[src/rtl/ema_pulse_burst.sv]
// Complementary EMA pulse burst generator: P/N carrier phases separated by dead time,
// a bounded number of periods per burst, hold-off between bursts and optional auto-repeat.
module ema_pulse_burst #(
    parameter int unsigned HALF_W = 16,
    parameter int unsigned CNT_W  = 8,
    parameter int unsigned REP_W  = 24
) (
    input  logic              CLK_0,
    input  logic              RST,
    input  logic              START,
    input  logic              STOP,
    input  logic              AUTO,
    input  logic [HALF_W-1:0] HALF_PERIOD,
    input  logic [HALF_W-1:0] DEAD_TIME,
    input  logic [CNT_W-1:0]  NUM_PERIODS,
    input  logic [REP_W-1:0]  HOLDOFF,
    output logic              EMA_PULSE_P,
    output logic              EMA_PULSE_N,
    output logic              BUSY,
    output logic              DONE
);

    localparam logic [2:0] ST_IDLE   = 3'd0;
    localparam logic [2:0] ST_PH_P   = 3'd1;
    localparam logic [2:0] ST_DEAD_P = 3'd2;
    localparam logic [2:0] ST_PH_N   = 3'd3;
    localparam logic [2:0] ST_DEAD_N = 3'd4;
    localparam logic [2:0] ST_HOLD   = 3'd5;

    logic [2:0]        state_q, state_d;
    logic [HALF_W-1:0] ph_cnt_q, ph_cnt_d;
    logic [CNT_W-1:0]  per_cnt_q, per_cnt_d;
    logic [REP_W-1:0]  hold_cnt_q, hold_cnt_d;
    logic [HALF_W-1:0] h_q, h_d, d_q, d_d;
    logic [CNT_W-1:0]  k_q, k_d;
    logic [REP_W-1:0]  r_q, r_d;
    logic              p_q, p_d, n_q, n_d, busy_q, busy_d, done_q, done_d;
    logic              period_end, burst_end, hold_end, launch;

    // Next-state: phase sequencing first, then period/burst/hold-off completion, then (re)launch, STOP last.
    always_comb begin
        state_d    = state_q;
        ph_cnt_d   = ph_cnt_q;
        per_cnt_d  = per_cnt_q;
        hold_cnt_d = hold_cnt_q;
        h_d        = h_q;
        d_d        = d_q;
        k_d        = k_q;
        r_d        = r_q;
        busy_d     = busy_q;
        done_d     = 1'b0;
        period_end = 1'b0;
        burst_end  = 1'b0;
        hold_end   = 1'b0;
        launch     = 1'b0;

        case (state_q)
            ST_IDLE: launch = START && !STOP;
            ST_PH_P: begin
                if (ph_cnt_q == h_q - HALF_W'(1)) begin
                    ph_cnt_d = '0;
                    state_d  = (d_q != '0) ? ST_DEAD_P : ST_PH_N;
                end else begin
                    ph_cnt_d = ph_cnt_q + HALF_W'(1);
                end
            end
            ST_DEAD_P: begin
                if (ph_cnt_q == d_q - HALF_W'(1)) begin
                    ph_cnt_d = '0;
                    state_d  = ST_PH_N;
                end else begin
                    ph_cnt_d = ph_cnt_q + HALF_W'(1);
                end
            end
            ST_PH_N: begin
                if (ph_cnt_q == h_q - HALF_W'(1)) begin
                    ph_cnt_d = '0;
                    if (d_q != '0) state_d = ST_DEAD_N;
                    else           period_end = 1'b1;
                end else begin
                    ph_cnt_d = ph_cnt_q + HALF_W'(1);
                end
            end
            ST_DEAD_N: begin
                if (ph_cnt_q == d_q - HALF_W'(1)) begin
                    ph_cnt_d   = '0;
                    period_end = 1'b1;
                end else begin
                    ph_cnt_d = ph_cnt_q + HALF_W'(1);
                end
            end
            ST_HOLD: begin
                if (hold_cnt_q == '0) hold_end = 1'b1;
                else                  hold_cnt_d = hold_cnt_q - REP_W'(1);
            end
            default: state_d = ST_IDLE;
        endcase

        // Compare before incrementing so the period counter can never wrap.
        if (period_end) begin
            if (per_cnt_q == k_q - CNT_W'(1)) begin
                per_cnt_d = '0;
                burst_end = 1'b1;
            end else begin
                per_cnt_d = per_cnt_q + CNT_W'(1);
                state_d   = ST_PH_P;
            end
        end

        if (burst_end) begin
            done_d = 1'b1;
            if (r_q == '0) begin
                hold_end = 1'b1;
            end else begin
                state_d    = ST_HOLD;
                hold_cnt_d = r_q - REP_W'(1);
            end
        end

        if (hold_end) begin
            if (AUTO) begin
                launch = 1'b1;
            end else begin
                state_d = ST_IDLE;
                busy_d  = 1'b0;
            end
        end

        // An empty auto-repeating burst parks one cycle in HOLD so relaunch never chains combinationally.
        if (launch) begin
            h_d       = (HALF_PERIOD == '0) ? HALF_W'(1) : HALF_PERIOD;
            d_d       = DEAD_TIME;
            k_d       = NUM_PERIODS;
            r_d       = HOLDOFF;
            busy_d    = 1'b1;
            ph_cnt_d  = '0;
            per_cnt_d = '0;
            if (NUM_PERIODS == '0) begin
                done_d = 1'b1;
                if (HOLDOFF == '0 && !AUTO) begin
                    state_d = ST_IDLE;
                    busy_d  = 1'b0;
                end else begin
                    state_d    = ST_HOLD;
                    hold_cnt_d = (HOLDOFF == '0) ? '0 : HOLDOFF - REP_W'(1);
                end
            end else begin
                state_d = ST_PH_P;
            end
        end

        if (STOP && state_q != ST_IDLE) begin
            state_d    = ST_IDLE;
            busy_d     = 1'b0;
            done_d     = 1'b0;
            ph_cnt_d   = '0;
            per_cnt_d  = '0;
            hold_cnt_d = '0;
        end

        p_d = (state_d == ST_PH_P);
        n_d = (state_d == ST_PH_N);
    end

    always_ff @(posedge CLK_0 or posedge RST) begin
        if (RST) begin
            state_q    <= ST_IDLE;
            ph_cnt_q   <= '0;
            per_cnt_q  <= '0;
            hold_cnt_q <= '0;
            h_q        <= '0;
            d_q        <= '0;
            k_q        <= '0;
            r_q        <= '0;
            p_q        <= 1'b0;
            n_q        <= 1'b0;
            busy_q     <= 1'b0;
            done_q     <= 1'b0;
        end else begin
            state_q    <= state_d;
            ph_cnt_q   <= ph_cnt_d;
            per_cnt_q  <= per_cnt_d;
            hold_cnt_q <= hold_cnt_d;
            h_q        <= h_d;
            d_q        <= d_d;
            k_q        <= k_d;
            r_q        <= r_d;
            p_q        <= p_d;
            n_q        <= n_d;
            busy_q     <= busy_d;
            done_q     <= done_d;
        end
    end

    assign EMA_PULSE_P = p_q;
    assign EMA_PULSE_N = n_q;
    assign BUSY        = busy_q;
    assign DONE        = done_q;

endmodule

[config.mk]
export PLATFORM = sky130hd
export DESIGN_NAME = ema_pulse_burst
export DESIGN_NICKNAME = d
export VERILOG_FILES = /design/src/rtl/ema_pulse_burst.sv
export SDC_FILE = /design/constraint.sdc
export NUM_CORES = 1
export LEC_CHECK = 0
export CAP_MARGIN = 0
export CORE_ASPECT_RATIO = 0.75
export CORE_MARGIN = 1
export CORE_UTILIZATION = 54
export DETAILED_ROUTE_END_ITERATION = 8
export PLACE_DENSITY = 0.75
export SKIP_CTS_REPAIR_TIMING = 1
export SYNTH_ARGS = -nofsm -noshare
export SYNTH_HDL_FRONTEND = slang
export SYNTH_SLANG_ARGS = --single-unit
export TNS_END_PERCENT = 30
[constraint.sdc]
create_clock -name CLK_0 -period 11.8 [get_ports CLK_0]
set_input_delay 2.36 -clock CLK_0 [delete_from_list [all_inputs] [get_ports CLK_0]]
set_output_delay 2.36 -clock CLK_0 [all_outputs]
set_load 0.1 [all_outputs]
Word-level counts from Yosys, hierarchy flattened
Cells that the tools add are included.
{"block": "totals", "register_bits": 119, "inputBits": 69, "out_inout_bits": 4}
{"block": "op_classes", "reduce_logical": 20, "n_addsub": 8, "n_eq_ne": 11, "mux": 58}
{"cell": "two-way mux 24 bit", "count": 9}
{"cell": "two-way mux 16 bit", "count": 5}
{"cell": "logical NOT 24 bit", "count": 3}
{"cell": "subtractor 24 x 1 -> 24 bit (second input constant)", "count": 3}
{"cell": "two-way mux 3 bit", "count": 14}
{"cell": "equality test 16 bit", "count": 2}
{"cell": "two-way mux 8 bit", "count": 4}
{"cell": "one-hot mux 16 bit (2 select lines)", "count": 1}
{"cell": "subtractor 16 x 1 -> 16 bit (second input constant)", "count": 2}
{"cell": "two-way mux 1 bit", "count": 23}
{"cell": "adder 16 x 1 -> 16 bit (second input constant)", "count": 1}
{"cell": "logical NOT 16 bit", "count": 1}
{"cell": "nonzero test 16 bit", "count": 1}
{"cell": "one-hot mux 3 bit (4 select lines)", "count": 1}
{"cell": "equality test 3 x 2 -> 1 bit (second input constant)", "count": 3}
{"cell": "nonzero test 3 bit", "count": 3}
{"cell": "adder 8 x 1 -> 8 bit (second input constant)", "count": 1}
{"cell": "equality test 8 bit", "count": 1}
{"cell": "logical NOT 8 bit", "count": 1}
{"cell": "subtractor 8 x 1 -> 8 bit (second input constant)", "count": 1}
{"cell": "equality test 3 x 1 -> 1 bit (second input constant)", "count": 2}
{"cell": "equality test 3 bit (second input constant)", "count": 2}
{"cell": "nonzero test 4 bit", "count": 1}
{"cell": "OR reduction 2 bit", "count": 2}
{"cell": "other kinds (7)", "count": 10}

Depth between registers and ports, before layout
Gate-level depths: netlist of the first run.
{"block": "depth", "word_depth": 13, "depth_mapped": 14}

Least setup slack after synthesis of the first run
No wires, ideal clock.
{"block": "synth_path", "kind": "input to register", "startpoint": "in HOLDOFF[8]", "endpoint": "reg hold_cnt_q[14]", "t_required_ns": 11.658, "stages": 9, "setup_ns": 0.142, "n_path_buf": 1, "path_slack_ns": 7.466, "t_arrival_ns": 4.192, "cell_sequence": "or4_1 -> nor4_1 -> and3_1 -> nor2_1 -> nand3_1 -> o41ai_1 -> inv_1 -> clkbuf_1 -> o22ai_1"}
{"block": "synth_between", "elab_chain_cells": 6, "elab_cells_between_ends": 8, "classes_between": "add/sub: 1; mux: 5; reduce/logical: 2"}
{"item": "start, declared", "line": "16", "rtl": "input logic [REP_W-1:0] HOLDOFF,"}
{"item": "subtractor 24 x 1 -> 24 bit / logical NOT 24 bit (equally long branches)", "line": "145, 140"}
{"item": "two-way mux 24 bit / logical AND 1 bit (equally long branches)", "line": "145, 140"}
{"item": "two-way mux 24 bit (*)", "line": "140", "rtl": "if (HOLDOFF == '0 && !AUTO) begin"}
{"item": "two-way mux 24 bit (*)", "line": "138", "rtl": "if (NUM_PERIODS == '0) begin"}
{"item": "two-way mux 24 bit (*)", "line": "130", "rtl": "if (launch) begin"}
{"item": "two-way mux 24 bit (*)", "line": "152", "rtl": "if (STOP && state_q != ST_IDLE) begin"}
{"item": "net hold_cnt_d[14]", "line": "33", "rtl": "logic [REP_W-1:0] hold_cnt_q, hold_cnt_d;"}
{"item": "end signal, assigned", "line": "183", "rtl": "hold_cnt_q <= hold_cnt_d;"}
{"item": "end, declared", "line": "33"}
The timed path passes the listed nets; every way through them passes the cells marked *.
A chain may end at the register's enable or synchronous reset.

Worst setup path in the final report of the first run
{"block": "layout_path", "startpoint": "in HOLDOFF[4]", "endpoint": "reg hold_cnt_q[23]"}
Same word-level chain as after synthesis.

==> results of run 1 <==
==> per-layer routing <==
| metal | track usage (%) | vias up |
|---|---|---|
| met5 | 0 | - |
| met4 | 7.29 | 0 |
| met1 | 42.1 | 3512 |
| li1 | - | 3421 |
| met2 | 42.0 | 301 |
| met3 | 6.90 | 23 |
==> registers in the layout, summed over array words and instances, names as in the netlist <==
signal and cells:
BUSY 1, state_q 3, DONE 1, d_q 16, EMA_PULSE_N 1, r_q 24
per_cnt_q 8, h_q 16, k_q 8, hold_cnt_q 24, ph_cnt_q 16, EMA_PULSE_P 1
==> path summary, 6_finish.rpt <==
| path | from | end | cells past startpoint |
|---|---|---|---|
| setup / recovery | HOLDOFF[4] | hold_cnt_q[23] | 10 |
| max in group asynchronous | RST | k_q[2] | 3 |
| hold / removal | r_q[12] | r_q[12] | 1 |
| min in group asynchronous | RST | h_q[10] | 2 |
| hold reg to reg | r_q[12] | r_q[12] | 1 |
| setup reg to reg | h_q[0] | hold_cnt_q[22] | 11 |
==> cell type report <==
cell class | instances | share of cell area, %
clock inverter | 12 | 1.82
inverter | 33 | 1.29
timing repair buffer | 76 | 7.69
tap | 200 | 2.56
clock buffer | 19 | 4.54
multi-input combinational | 708 | 51.6
sequential | 119 | 30.5
==> placed cells by master (no fill, tap or decap), drive strengths merged, types with 5 or more instances in the layout <==
cell	n
nand3	25
mux2i	18
or2	9
inv	33
o22ai	24
mux2	63
clkbuf	19
nor2b	11
a31oi	8
o31a	5
nor4	38
nor4b	5
o21ai	29
and3	13
or4	10
a21oi	25
nand2	57
a21o	9
dfrtp	119
nand4b	6
nor2	68
nand3b	9
and2	9
ha	9
or3	16
xor2	51
clkdlybuf4s50	72
o211ai	8
a41oi	5
a211o	6
nor3b	5
nand4	14
nor3	34
xnor2	60
nand2b	11
==> cells by family (layout without fill, tap and decap cells) <==
family | after synthesis | after routing
simple gates | 357 | 357
compound gates | 150 | 150
flops | 119 | 119
mux | 81 | 81
xor+xnor | 111 | 111
fa+ha+maj | 9 | 9
buf+inv | 64 | 140
==> critical path: cells and delay by family <==
kind                      cells  cell delay [ns]
and+or+nand+nor               7             2.34
buffers and inverters         1             0.50
xor gates and xnor gates      1             0.15
AOI/OAI and AO/OA             1             0.07
==> power by group <==
group	internal, W	switching, W
Sequential	0.000529	0.000193
Combinational	0.000311	0.000351
Clock	0.000357	0.000196
Total	0.00120	0.000740
==> per-stage QoR <==
| stage | std cells | total power (W) | instance area (um2) | util, % |
|---|---|---|---|---|
| CTS | 1167 | 0.00193 | 9770 | 66.3 |
| finish | 1167 | 0.00194 | 9770 | 66.3 |
| detailed placement | 1136 | 0.00137 | 9150 | 62.0 |
| global placement | 1136 | 0.00135 | 9150 | 62.0 |
| floorplan | 891 | 0.00119 | 8280 | - |
| global route | 1167 | 0.00206 | 9770 | 66.3 |
==> impl_metrics.csv, run 1 <==
group,metric,value,unit
synth,syn_avg_cell_area,9.30,um2
synth,yosysWarnings,0,
worst_setup_path,path_cells,"clkdlybuf4s50_1 > nor4_1 > nand2_1 > nor2_1 > nand2_1 > or2_2 > or4_1 > xnor2_1 > nand2_1 > o21ai_0",
outcome,outcome,"finished clean",
drt,via_count,7257,
drt,wl_met2,9020,um
synth,synth_mux_area_share,11.0,%
synth,synth_area,8280,um2
timing,rsz0062_at_grt,"false",
drt,met1_length,10200,um
synth,synth_top_area_share,36.0,%
global_route,grt_pass1_wl,35500,um
power_and_ir_drop,peakVddDrop,119,uV
worst_setup_path,required,12.07,ns
worst_setup_path,rrSetupSlack,6.94,ns
final_layout,final-seq-area,2980,um2
final_layout,area_delta_synth_final,17.9,%
drt,wirelength,21300,um
drt,wire_per_inst,18.3,um
placed_design,dpl_worst_slack,6.29,ns
synth,ys_seq_area_share,36.0,%
synth,yosysMostFrequentCell,"dfrtp_1",
timing,fmax,194,MHz
synth,yosys.area_share.simple,24.1,%
synth,synth_common_cells,"dfrtp_1, nor2_1, xnor2_1, mux2_2, nand2_1",
clock_tree,cts_tree,"yes",
final_layout,antenna-diode-count,0,
timing,slew_headroom,29.6,%
die,coreArea,14700,um2
synth,synth_adder_area_share,1.36,%
placed_design,hpwl,15100,um
worst_setup_path,critical_path_class,"in -> reg",
synth,synth_edf_count,0,
worst_setup_path,max_stage_delay,0.83,ns
synth,syn-instance-count,891,
worst_setup_path,arrival,5.42,ns
timing,setup_ws,6.65,ns
clock_tree,insertion_delay,0.43,ns
timing,finalSetupViolCount,0,
timing,min_period_over_period,43.7,%
clock_tree,cts.root.buffer_cell,"clkbuf_16",
placed_design,gp_congestion,0.937,
global_route,antenna_found_initial,0,
timing,hold_ws,0.550,ns
min_path,min_path_type,"reg -> reg",
worst_setup_path,end_kind,"register",
die,dieArea,15800,um2
timing,post-route-min-period,5.15,ns
power_and_ir_drop,powerDensity,198,nW/um2
synth,synth_top_area_cell,"dfrtp_1",
worst_setup_path,path_common_cell,"nand2_1",
worst_setup_path,slowest_stage,"nor4_1",
die,die_height,109,um
die,start_util,56.2,%
synth,synth_area_leaders,"dfrtp_1, mux2_2, xnor2_1",
drt,wl_met3,1840,um
power_and_ir_drop,p_leak,3.91,nW
global_route,grt_usage,28.7,%
synth,async_flop_share,100,%
timing,report.final.slew_viol_count,0,
clock_tree,htree_levels,4,
drt,post_drt_via_cell_ratio,6.22,
synth,syn-num-nets,969,
synth,synthXorXnorAreaFrac,11.7,%
drt,drtIter0Drc,585,
worst_setup_path,crit_fanout,6,
drt,drtPass1Iterations,5,
synth,ys_types,68,
die,top_level_ports,73,
drt,routed.top_layer,"met4",
timing,worst_pin_slew,1.05,ns
timing,finalHoldViolCount,0,
placed_design,io_buffers,72,
drt,drc,0,
drt,ant_nets,0,
die,num_rows,38,
die,die_w,145,um
clock_tree,cts_max_path_buffers,2,
global_route,grt_pass1_vias,6810,
global_route,gr-total-overflow,0,
worst_setup_path,cp-start-kind,"input pin",
timing,clock_skew,0.00538,ns
final_layout,nets,1033,
final_layout,fill_cells,1240,
clock_tree,cts.sinks,119,
clock_tree,cts_made_buffers,17,
run,cap_viol_max_count,0,
synth,synth-main-ff-cell,"dfrtp_1",
synth,synth_compound_area_share,12.6,%
final_layout,multiInputGateArea,5040,um2
timing,tns,0,ns
final_layout,drive_above_1_share,13.2,%
global_route,grt_max_degree,80,
synth,synth_top_family_by_area,"simple AND/OR/NAND/NOR gates",
synth,ys_ff_latch,119,
clock_tree,clk_pin_slew,0.06,ns
No activity file was read; power rests on OpenSTA's default activity.
==> run 2, diff against run 1 <==
- clock period: 11.8 -> 5 ns (I/O delays scaled with it)
==> impl_metrics.csv, run 2 (same netlist as run 1, synthesis figures left out) <==
group,metric,value,unit
drt,wirelength,21700,um
timing,hold_ws,0.548,ns
drt,drtPass1Iterations,6,
die,start_util,56.2,%
drt,drtIter0Drc,678,
timing,worst_pin_slew,1.00,ns
clock_tree,clk_pin_slew,0.06,ns
placed_design,hpwl,15700,um
die,dieArea,15800,um2
worst_setup_path,path_common_cell,"inv_1",
worst_setup_path,crit_fanout,23,
global_route,grt_use_met2,42.9,%
timing,report.final.slew_viol_count,0,
die,coreArea,14700,um2
worst_setup_path,end_kind,"register",
final_layout,drive_above_1_share,14.2,%
worst_setup_path,max_stage_delay,0.66,ns
global_route,grt_pass1_wl,36100,um
final_layout,reg_top3,"hold_cnt_q (24), r_q (24)",
clock_tree,cts_made_buffers,17,
placed_design,gp_congestion,0.961,
worst_setup_path,cp-start-kind,"register",
timing,post-route-min-period,4.40,ns
global_route,grt_pass1_vias,6905,
worst_setup_path,critical_path_class,"reg -> reg",
die,num_rows,38,
min_path,min_path_type,"reg -> reg",
run,cap_viol_max_count,0,
clock_tree,htree_levels,4,
timing,min_period_over_period,88.1,%
timing,clock_skew,0.0117,ns
placed_design,postPlaceCellArea,9240,um2
worst_setup_path,required,5.32,ns
global_route,gr-total-overflow,0,
global_route,grt_usage,29.0,%
final_layout,area_delta_synth_final,19.5,%
clock_tree,cts_max_path_buffers,2,
timing,rsz0062_at_grt,"false",
final_layout,fill_cells,1216,
clock_tree,cts.sinks,119,
die,top_level_ports,73,
global_route,grt_max_degree,71,
timing,tns,0,ns
power_and_ir_drop,p_leak,3.99,nW
final_layout,nets,1044,
drt,wire_per_inst,18.4,um
worst_setup_path,path_cells,"inv_1 > ha_1 > or4b_2 > o21ai_0 > nor4bb_1 > nand4_1 > or4_4 > o32a_4 > o41ai_1 > inv_1 > o22ai_1",
final_layout,layoutNonFillerInstCount,1179,
worst_setup_path,arrival,4.73,ns
clock_tree,cts.root.buffer_cell,"clkbuf_16",
timing,slew_headroom,32.6,%
timing,finalHoldViolCount,0,
worst_setup_path,slowest_stage,"or4b_2",
outcome,outcome,"finished clean",
timing,fmax,227,MHz
clock_tree,cts_tree,"yes",
die,die_height,109,um
final_layout,final_cell_mix,"dfrtp_1, clkdlybuf4s50_1, nor2_1",
drt,via_count,7294,
clock_tree,insertion_delay,0.42,ns
final_layout,utilization,67.2,%
final_layout,finalInstanceArea,9900,um2
global_route,grt_use_met1,42.6,%
power_and_ir_drop,powerDensity,474,nW/um2
timing,finalSetupViolCount,0,
global_route,antenna_found_initial,0,
worst_setup_path,critPathBufInv,2,
global_route,busiest_layer,"met2",
placed_design,io_buffers,72,
power_and_ir_drop,peakVddDrop,275,uV
final_layout,final_common_cell,"dfrtp_1",
drt,post_drt_via_cell_ratio,6.19,
worst_setup_path,cp_top_family,"simple AND/OR/NAND/NOR gates",
drt,drc,0,
global_route,met3_usage,6.28,%
drt,ant_nets,0,
die,die_w,145,um
final_layout,antenna-diode-count,0,
placed_design,dp_cells,1147,
## run 2: cell types whose count changed in the layout (fill, tap and decap cells not counted), sizes merged
cell,before,now
clkinv,4,5
bufinv,4,6
buf,4,15
clkinvlp,4,2
## run 2: final cells by class
cell class | count | area (um2) | share of cell area (%)
flip-flops and latches | 119 | 2980 | 30.1
repair buffers | 87 | 846 | 8.54
clock inverters | 13 | 228 | 2.30
clock buffers | 19 | 433 | 4.37
inverters | 33 | 126 | 1.28
well taps | 200 | 250 | 2.53
multi-input cells | 708 | 5040 | 50.9
## run 2: worst paths after layout
kind / startpoint / cells past startpoint / to / slack, ns
max: h_q[0] / 11 / hold_cnt_q[9] / 0.60
min: h_q[15] / 1 / h_q[15] / 0.55
max reg2reg: h_q[0] / 11 / hold_cnt_q[9] / 0.60
min reg2reg: h_q[15] / 1 / h_q[15] / 0.55
max in group asynchronous: RST / 3 / d_q[5] / 2.96
min in group asynchronous: RST / 2 / r_q[3] / 1.12
## run 2: layer usage
| layer | wire, um | up-vias |
|---|---|---|
| met5 | 0 | - |
| met4 | 251 | 0 |
| met3 | 1670 | 20 |
| met2 | 9070 | 294 |
| met1 | 10700 | 3555 |
| li1 | - | 3425 |
## run 2: where the power goes
| part | internal [W] | switching, W |
|---|---|---|
| Combinational | 0.000752 | 0.000842 |
| Clock | 0.000932 | 0.000458 |
| Sequential | 0.00125 | 0.000464 |
## run 2: per-stage QoR
| stage | power, W | worst slack (ns) |
|---|---|---|
| 2_1_floorplan | 0.00281 | 0.843 |
| 3_3_place_gp | 0.00322 | 0.789 |
| 3_5_place_dp | 0.00326 | 0.669 |
| 4_1_cts | 0.00467 | 0.674 |
| 5_1_grt | 0.00496 | 0.366 |
| 6_report | 0.00470 | 0.595 |
==> run 3, diff against run 2 <==
==> constraint.sdc (replaced) <==
create_clock -name CLK_0 -period 5 [get_ports CLK_0]
set_input_delay 0.5 -clock CLK_0 [delete_from_list [all_inputs] [get_ports CLK_0]]
set_output_delay 0.5 -clock CLK_0 [all_outputs]
set_load 0.1 [all_outputs]
==> impl_metrics.csv, run 3 (same netlist as run 1, synthesis figures left out) <==
group,metric,value,unit
final_layout,antenna-diode-count,0,
power_and_ir_drop,pwr-share-comb,34.9,%
die,num_rows,38,
global_route,gr-total-overflow,0,
clock_tree,insertion_delay,0.43,ns
drt,wire_per_inst,18.1,um
die,dieArea,15800,um2
power_and_ir_drop,p_leak,3.96,nW
timing,fmax,229,MHz
worst_setup_path,r2r_start,"h_q[0]",
drt,wirelength,21200,um
clock_tree,cts.sinks,119,
die,die_w,145,um
worst_setup_path,rrSetupSlack,0.63,ns
clock_tree,cts_tree,"yes",
final_layout,drive_above_1_share,13.7,%
power_and_ir_drop,p_sw,0.00174,W
power_and_ir_drop,clkPwrFrac,27.7,%
placed_design,gp_congestion,0.938,
clock_tree,cts_made_buffers,17,
worst_setup_path,required,5.34,ns
die,die_height,109,um
worst_setup_path,reg2reg_depth,11,
power_and_ir_drop,p_int,0.00282,W
timing,setup_ws,0.626,ns
drt,drtPass1Iterations,5,
drt,drc,0,
placed_design,dpl_worst_slack,0.734,ns
worst_setup_path,end_kind,"register",
timing,slew_headroom,35.0,%
power_and_ir_drop,seqPwrFrac,37.4,%
run,cap_viol_max_count,0,
placed_design,io_buffers,72,
die,start_util,56.2,%
clock_tree,htree_levels,4,
die,top_level_ports,73,
drt,via_count,7268,
global_route,antenna_found_initial,0,
clock_tree,cts_max_path_buffers,2,
power_and_ir_drop,powerDensity,464,nW/um2
global_route,grt_pass1_wl,35400,um
timing,tns,0,ns
global_route,grt_pass1_vias,6770,
power_and_ir_drop,peakVddDrop,305,uV
timing,min_period_over_period,87.5,%
clock_tree,clk_pin_slew,0.06,ns
final_layout,final_common_cell,"dfrtp_1",
worst_setup_path,critical_path_class,"reg -> reg",
power_and_ir_drop,swShare,38.1,%
clock_tree,cts.root.buffer_cell,"clkbuf_16",
timing,report.final.slew_viol_count,0,
min_path,min_path_type,"in -> async",
timing,finalSetupViolCount,0,
placed_design,hpwl,15500,um
timing,worst_pin_slew,0.971,ns
final_layout,final_cell_mix,"dfrtp_1, clkdlybuf4s50_1, nor2_1",
drt,post_drt_via_cell_ratio,6.19,
outcome,outcome,"finished clean",
worst_setup_path,arrival,4.72,ns
worst_setup_path,cp-start-kind,"register",
worst_setup_path,crit_fanout,23,
worst_setup_path,reg2reg_to,"hold_cnt_q[0]",
timing,post-route-min-period,4.37,ns
global_route,grt_usage,28.7,%
timing,rsz0062_at_grt,"false",
drt,ant_nets,0,
final_layout,nets,1041,
drt,drtIter0Drc,632,
timing,finalHoldViolCount,0,
global_route,grt_max_degree,48,
timing,clock_skew,0.0108,ns
die,coreArea,14700,um2
final_layout,reg_top3,"hold_cnt_q (24), r_q (24)",
final_layout,area_delta_synth_final,18.5,%
==> run 3: cell types whose count changed in the layout (fill, tap and decap cells not counted) <==
cell / delta
buf_4: -3
bufinv_16: -3
clkbuf_1: +1
clkbuf_8: +3
clkinv_4: -1
clkinvlp_4: -1
==> run 3: final cells by class <==
cell class | count | area, um2
Multi-Input combinational cell | 708 | 5040
Fill cell | 1205 | 4920
Sequential cell | 119 | 2980
Timing Repair Buffer | 84 | 823
Clock buffer | 23 | 478
Tap cell | 200 | 250
Inverter | 33 | 126
Clock inverter | 8 | 121
==> run 3: power groups by stage <==
stage / sequential, W / clock, W / combinational (W)
finish: 0.00170 / 0.00126 / 0.00159
global route: 0.00176 / 0.00132 / 0.00175
CTS: 0.00169 / 0.00127 / 0.00158
detailed placement: 0.00170 / 0 / 0.00155
global placement: 0.00169 / 0 / 0.00153
floorplan: 0.00157 / 0 / 0.00124
==> run 3: worst max-delay path: stages, from the launching register on <==
cell and delay (ns):
dfrtp_1 0.46, inv_1 0.10, ha_1 0.26, nor4b_1 0.58, a31oi_1 0.20, o21ai_0 0.32, o211ai_1 0.15, or4_4 0.54
o32a_4 0.46, o41ai_1 0.43, inv_1 0.48, o22ai_1 0.30
==> run 3: per-stage QoR <==
step | power (W) | utilization, % | hold WS [ns] | instance area [um2] | cells
5_1_grt | 0.00483 | 66.6 | 0.490 | 9820 | 1175
3_5_place_dp | 0.00325 | 62.5 | 0.534 | 9220 | 1144
6_report | 0.00455 | 66.6 | 0.439 | 9820 | 1175
2_1_floorplan | 0.00281 | - | 0.501 | 8280 | 891
4_1_cts | 0.00454 | 66.6 | 0.461 | 9820 | 1175
3_3_place_gp | 0.00322 | 62.5 | 0.520 | 9220 | 1144
==> run 3: worst max path at each step <==
stage	depth (start not counted)	end	start	slack, ns
finish	11	hold_cnt_q[0]	h_q[0]	0.63
detailed placement	11	hold_cnt_q[0]	h_q[0]	0.73
floorplan	14	hold_cnt_q[13]	h_q[0]	1.10
global route	11	hold_cnt_q[5]	h_q[0]	0.19
global placement	11	hold_cnt_q[0]	h_q[0]	0.80
CTS	11	hold_cnt_q[0]	h_q[0]	0.66
==> run 3: routing by layer <==
metal  wire, um  GRT usage [%]  share of wire, %  vias up
li1           -              -                 -     3422
met1      10400           41.9                49     3536
met2       8980           42.7                42      285
met3       1580           6.19               7.4       25
met4        260           7.98               1.2        0
met5          0              0                 0        -
==> patch 1 (flow settings as in run 2) <==
Set the parameter `CNT_W` to 9 (it was 8).
--- a/src/rtl/ema_pulse_burst.sv
+++ b/src/rtl/ema_pulse_burst.sv
@@ -2,7 +2,7 @@
 // a bounded number of periods per burst, hold-off between bursts and optional auto-repeat.
 module ema_pulse_burst #(
     parameter int unsigned HALF_W = 16,
-    parameter int unsigned CNT_W  = 8,
+    parameter int unsigned CNT_W  = 9,
     parameter int unsigned REP_W  = 24
 ) (
     input  logic              CLK_0,
Interface: changed (resized NUM_PERIODS); port bits go from 73 to 74. No check against the original RTL was run, so the function may have changed too.
==> patch 1 against run 2 <==
  * Sequential cell count grew 2
  * Cell area is 2.4% lower
  * Sequential share of layout area up 1.2 points
  * Setup slack got worse by 0.017 ns
  * Synthesized area shrank 1.9%
  * Cell count shrank 3.6%
  * Routed wire length shrank 5.6%
  * Clock skew shrank 0.0022 ns
  * Critical path type unchanged
  * Critical endpoint is now ph_cnt_q[15]
  * Largest cell class unchanged
Power is not compared: it rests on default switching activity, and its combinational part moved more than twofold at a synthesized area within 25%.
==> patch 1: results (changes against run 2) <==
[finish]
drive_gt1_frac = 0.110  ; was 0.142
reg_top3 = hold_cnt_q x24, r_q x24  ; unchanged
final_core_util = 0.662  ; was 0.672
finalNetCount = 1003  ; was 1044
diodes = 0  ; unchanged
num-fill-cells = 1185  ; was 1216

[grt]
grt_pass1_wl_mm = 33.6  ; was 36.1 mm
grt_pass1_vias = 6450  ; was 6905
grt_max_degree = 83  ; was 71
antenna_found_initial = 0  ; unchanged
grt_usage = 0.284  ; was 0.290
grt_overflow = 0  ; unchanged

[yosys]
synthArstFlopShare = 1.00  ; unchanged
synthMuxAreaShare = 0.118  ; was 0.110
ys_seq_area_frac = 0.373  ; was 0.360
ys_warn_count = 0  ; unchanged
synth-adder-area-share = 0.0139  ; was 0.0136
synth_compound_area_frac = 0.112  ; was 0.126
synthXorXnorAreaFrac = 0.127  ; was 0.117
netlist_instances = 857  ; was 891
yosysUniqueCellTypes = 71  ; was 68
synth.top_cells.by_count = dfrtp_1, nor2_1, xnor2_1, xor2_1, nand2_1  ; was dfrtp_1, nor2_1, xnor2_1, mux2_2, nand2_1
synth_nets = 936  ; was 969
synth.top_cells.by_area = dfrtp_1, xnor2_1, xor2_1, mux2_1, mux2_2  ; was dfrtp_1, mux2_2, xnor2_1, xor2_1, nor2_1

[cts]
clk_pin_slew_ns = 0.05
cts_root_buf = clkbuf_16  ; unchanged
clk-insertion-delay-late_ns = 0.43
clock_path_buffers = 2  ; unchanged

[hold_path]
min_delay_path_depth = 1  ; unchanged
hold_path_startpoint = BUSY  ; was h_q[15]
min_to = BUSY  ; was h_q[15]
hold_class = register to register  ; unchanged

[worst_setup_path]
critical-path-max-stage-delay_ns = 0.65
r2r_slack_ns = 0.58  ; was 0.60 ns
worstPathMaxFanout = 28  ; was 23
reg2reg_to = ph_cnt_q[15]  ; was hold_cnt_q[9]
cpMaxStageDelayCell = or4_1  ; was or4b_2
reg2reg_depth = 10  ; was 11
rr_startpoint = h_q[0]  ; unchanged
arrival_ns = 4.71  ; was 4.73 ns

[power_and_ir_drop]
pwr-share-clk = 0.388
p_int_mw = 2.30
pg_comb_uw = 692

[routing]
drt_wl_total_mm = 20.5  ; was 21.7 mm
wl_per_cell_um = 18.0  ; was 18.4 um
dr.pass1.iters = 5  ; was 6
viasPerCell = 6.07  ; was 6.19
drtIter0Drc = 432  ; was 678

[placement]
gp_congestion = 0.927  ; was 0.961
place_inst = 1105  ; was 1147
dpl.hpwl_mm = 14.6  ; was 15.7 mm
dpl-instance-area_mm2 = 0.00906  ; was 0.00924 mm^2
io_buffers = 73  ; was 72

[timing]
fin_skew_ns = 0.00949  ; was 0.0117 ns
slew_headroom = 0.292  ; was 0.326
fin_tns_setup_ns = 0  ; unchanged
whs_ns = 0.496  ; was 0.548 ns

[die]
fp.dieW_um = 144  ; was 145 um

[run_status]
status = finished clean  ; unchanged

[patch 1: changes by cell type in the layout (fill, tap and decap cells not counted), moves of 7 or more]
cell             run 2  this run
o211ai_1             8         1
inv_1               32        20
nor3_1              34        45
and2_1               9         1
nor4_1              35        27
xor2_1              51        58
mux2_1               0        33
a21o_1               9         1
mux2_2              58        30
nand2_1             56        47
[patch 1: how the worst max path moves through the flow]
stage | startpoint | to | slack, ns | depth (start not counted)
after floorplan | RST | BUSY | 0.79 | 1
after global placement | h_q[0] | ph_cnt_q[15] | 0.66 | 10
after detailed placement | h_q[0] | ph_cnt_q[15] | 0.60 | 10
after CTS | h_q[0] | ph_cnt_q[15] | 0.59 | 10
after global routing | h_q[0] | ph_cnt_q[15] | 0.33 | 12
final | h_q[0] | ph_cnt_q[15] | 0.58 | 10
[patch 1: per-layer routing]
layer  GRT usage  wire length, um
met5           0                0
met4       0.102              340
met3      0.0567             1630
met2       0.390             8350
met1       0.435            10100
[patch 1: cell families after synthesis]
kind of cell	count (synthesis)
flip-flops	121
AND/OR/NAND/NOR	329
buffers and inverters	59
AO/OA/AOI/OAI	134
adder cells (fa/ha/maj)	9
multiplexers	87
XOR/XNOR	118
[patch 1: per-stage QoR]
stage                     setup WS [ns]  power [mW]
final                             0.578        3.29
after global routing              0.328        3.45
after CTS                         0.586        3.29
after detailed placement          0.597        2.02
after global placement            0.659        2.00
after floorplan                   0.786        1.80
[patch 1: final cells by class]
type | count | share of cell area
inverters | 21 | 0.00841
well taps | 200 | 0.0259
clock buffers | 23 | 0.0505
flip-flops and latches | 121 | 0.313
clock inverters | 8 | 0.0122
repair buffers | 86 | 0.0883
multi-input cells | 677 | 0.502
==> patch 2 (config.mk and constraints of run 2) <==
Without the edit above. Register the input `NUM_PERIODS` before use. The logic sees it one clock later. The other inputs are not delayed to match.
--- a/src/rtl/ema_pulse_burst.sv
+++ b/src/rtl/ema_pulse_burst.sv
@@ -27,6 +27,16 @@
     localparam logic [2:0] ST_DEAD_N = 3'd4;
     localparam logic [2:0] ST_HOLD   = 3'd5;
 
+    logic [CNT_W-1:0] NUM_PERIODS_q;
+
+    always_ff @(posedge CLK_0 or posedge RST) begin
+        if (RST) begin
+            NUM_PERIODS_q <= '0;
+        end else begin
+            NUM_PERIODS_q <= NUM_PERIODS;
+        end
+    end
+
     logic [2:0]        state_q, state_d;
     logic [HALF_W-1:0] ph_cnt_q, ph_cnt_d;
     logic [CNT_W-1:0]  per_cnt_q, per_cnt_d;
@@ -130,12 +140,12 @@
         if (launch) begin
             h_d       = (HALF_PERIOD == '0) ? HALF_W'(1) : HALF_PERIOD;
             d_d       = DEAD_TIME;
-            k_d       = NUM_PERIODS;
+            k_d       = NUM_PERIODS_q;
             r_d       = HOLDOFF;
             busy_d    = 1'b1;
             ph_cnt_d  = '0;
             per_cnt_d = '0;
-            if (NUM_PERIODS == '0) begin
+            if (NUM_PERIODS_q == '0) begin
                 done_d = 1'b1;
                 if (HOLDOFF == '0 && !AUTO) begin
                     state_d = ST_IDLE;
Behaviour: not the same (Yosys sat finds a counterexample within 4 cycles, from zero or initial values and one cycle with RST high).
==> patch 2 against run 2 <==
  * First-iteration DRC count down 4.1%
  * Total power grew 5.4%
  * Cell area decreased by 1.1%
  * Sequential cell count grew 8
  * Synthesized area rose by 0.92%
  * Synthesized cell count is 2.0% lower
  * Setup slack improved by 0.14 ns
  * Fmax grew 3.3%
  * Routed wire length shrank 2.4%
  * Critical endpoint is now hold_cnt_q[3]
==> patch 2: results (changes against run 2) <==
[placement]
dpl-instance-area_mm2 = 0.00919  ; was 0.00924 mm^2
io_buffers = 72  ; unchanged
gp_congestion = 0.892  ; was 0.961
dpl.hpwl_mm = 15.1  ; was 15.7 mm

[grt]
grt_usage = 0.277  ; was 0.290
antenna_found_initial = 0  ; unchanged
grt_overflow = 0  ; unchanged
grt_max_degree = 87  ; was 71
grt_pass1_wl_mm = 34.4  ; was 36.1 mm
grt_pass1_vias = 6487  ; was 6905

[hold_path]
min_to = k_q[0]  ; was h_q[15]
hold_class = register to register  ; unchanged
min_delay_path_depth = 2  ; was 1
hold_path_startpoint = NUM_PERIODS_q[0]  ; was h_q[15]

[finish]
drive_gt1_frac = 0.141  ; was 0.142
finalNetCount = 1016  ; was 1044
reg_top3 = hold_cnt_q x24, r_q x24  ; unchanged

[yosys]
synth.top_cells.by_count = dfrtp_1, xnor2_1, nor2_1, nand2_1, mux2_2  ; was dfrtp_1, nor2_1, xnor2_1, mux2_2, nand2_1
synthArstFlopShare = 1.00  ; unchanged
ys_warn_count = 0  ; unchanged
synth_edf_count = 0  ; unchanged
synth_ff_type = dfrtp_1  ; unchanged
synth.top_cells.by_area = dfrtp_1, xnor2_1, mux2_2, xor2_1, o21ai_0  ; was dfrtp_1, mux2_2, xnor2_1, xor2_1, nor2_1
yosysUniqueCellTypes = 86  ; was 68
synth_nets = 951  ; was 969
ys_seq_area_frac = 0.380  ; was 0.360

[timing]
fin_skew_ns = 0.0131  ; was 0.0117 ns
worst_slew_pin_slew_ns = 1.05  ; was 1.00 ns

[cts]
clk-insertion-delay-late_ns = 0.43
htreeDepth = 4  ; unchanged
clk_pin_slew_ns = 0.05
numCtsBuffers = 17  ; unchanged
clock_path_buffers = 2  ; unchanged

[routing]
drtIter0Drc = 650  ; was 678
dr.pass1.iters = 7  ; was 6
viasPerCell = 6.12  ; was 6.19
wl_per_cell_um = 18.4  ; about the same

[worst_setup_path]
r2r_slack_ns = 0.73  ; was 0.60 ns
arrival_ns = 4.54  ; was 4.73 ns
worstPathMaxFanout = 20  ; was 23
reg2reg_depth = 11  ; unchanged
reg2reg_to = hold_cnt_q[3]  ; was hold_cnt_q[9]
rr_startpoint = d_q[0]  ; was h_q[0]

[power_and_ir_drop]
p_leak_nw = 3.86  ; was 3.99 nW
peakVddDrop_v = 0.000279  ; was 0.000275 V

[run_status]
status = finished clean  ; unchanged

## patch 2: metal layers
metal  GRT usage  vias up  share of wire
met2       0.389      270           0.40
met3      0.0494       22          0.071
li1            -     3340              -
met1       0.428     3409           0.52
met4      0.0805        0         0.0093
met5           0        -              0
## patch 2: worst max-delay path by stage
stage	cells past startpoint	to	start	slack, ns
floorplan	1	BUSY	RST	0.62
global placement	9	hold_cnt_q[5]	HOLDOFF[17]	0.57
detailed placement	9	hold_cnt_q[5]	HOLDOFF[17]	0.57
CTS	11	hold_cnt_q[3]	d_q[0]	0.76
global route	11	hold_cnt_q[11]	d_q[0]	0.45
finish	11	hold_cnt_q[3]	d_q[0]	0.73
## patch 2: through the flow
step                      worst slack [ns]  instances  total power [mW]  hold slack (ns)
after CTS                            0.765       1150              4.93            0.483
after global placement               0.566       1119              3.58            0.464
after floorplan                      0.616        873              3.15            0.450
after global routing                 0.449       1150              5.23            0.526
after detailed placement             0.568       1119              3.63            0.469
final                                0.734       1150              4.95            0.490
## patch 2: power breakdown
group / internal (mW) / switching [mW] / leakage (nW)
clock: 0.831 / 0.449 / 0.297
sequential: 1.35 / 0.445 / 1.61
combinational: 0.860 / 1.02 / 1.96
## patch 2: cell families after synthesis
logic type / count (synthesis) / synth area share
AND/OR/NAND/NOR: 329 / 0.219
buffers and inverters: 62 / 0.0392
flip-flops: 127 / 0.380
multiplexers: 64 / 0.0849
XOR/XNOR: 121 / 0.127
adder cells (fa/ha/maj): 9 / 0.0135
AO/OA/AOI/OAI: 161 / 0.137
## patch 2: area by class of cell
class / count / area [um^2]
inverter: 25 / 96.3
tap: 200 / 250
timing repair buffer: 83 / 816
clock inverter: 6 / 105
sequential: 127 / 3180
multi-input combinational: 684 / 4850
fill: 1158 / 4990
clock buffer: 25 / 495
## patch 2: critical path, stage by stage, from the launching register on
cell,delay [ns]
dfrtp_1,0.41
inv_1,0.10
ha_1,0.21
nor3b_2,0.31
nand2_1,0.19
or4b_4,0.58
a2111oi_4,0.44
and3_2,0.29
a32oi_2,0.23
o311a_1,0.49
inv_1,0.64
o22ai_1,0.21
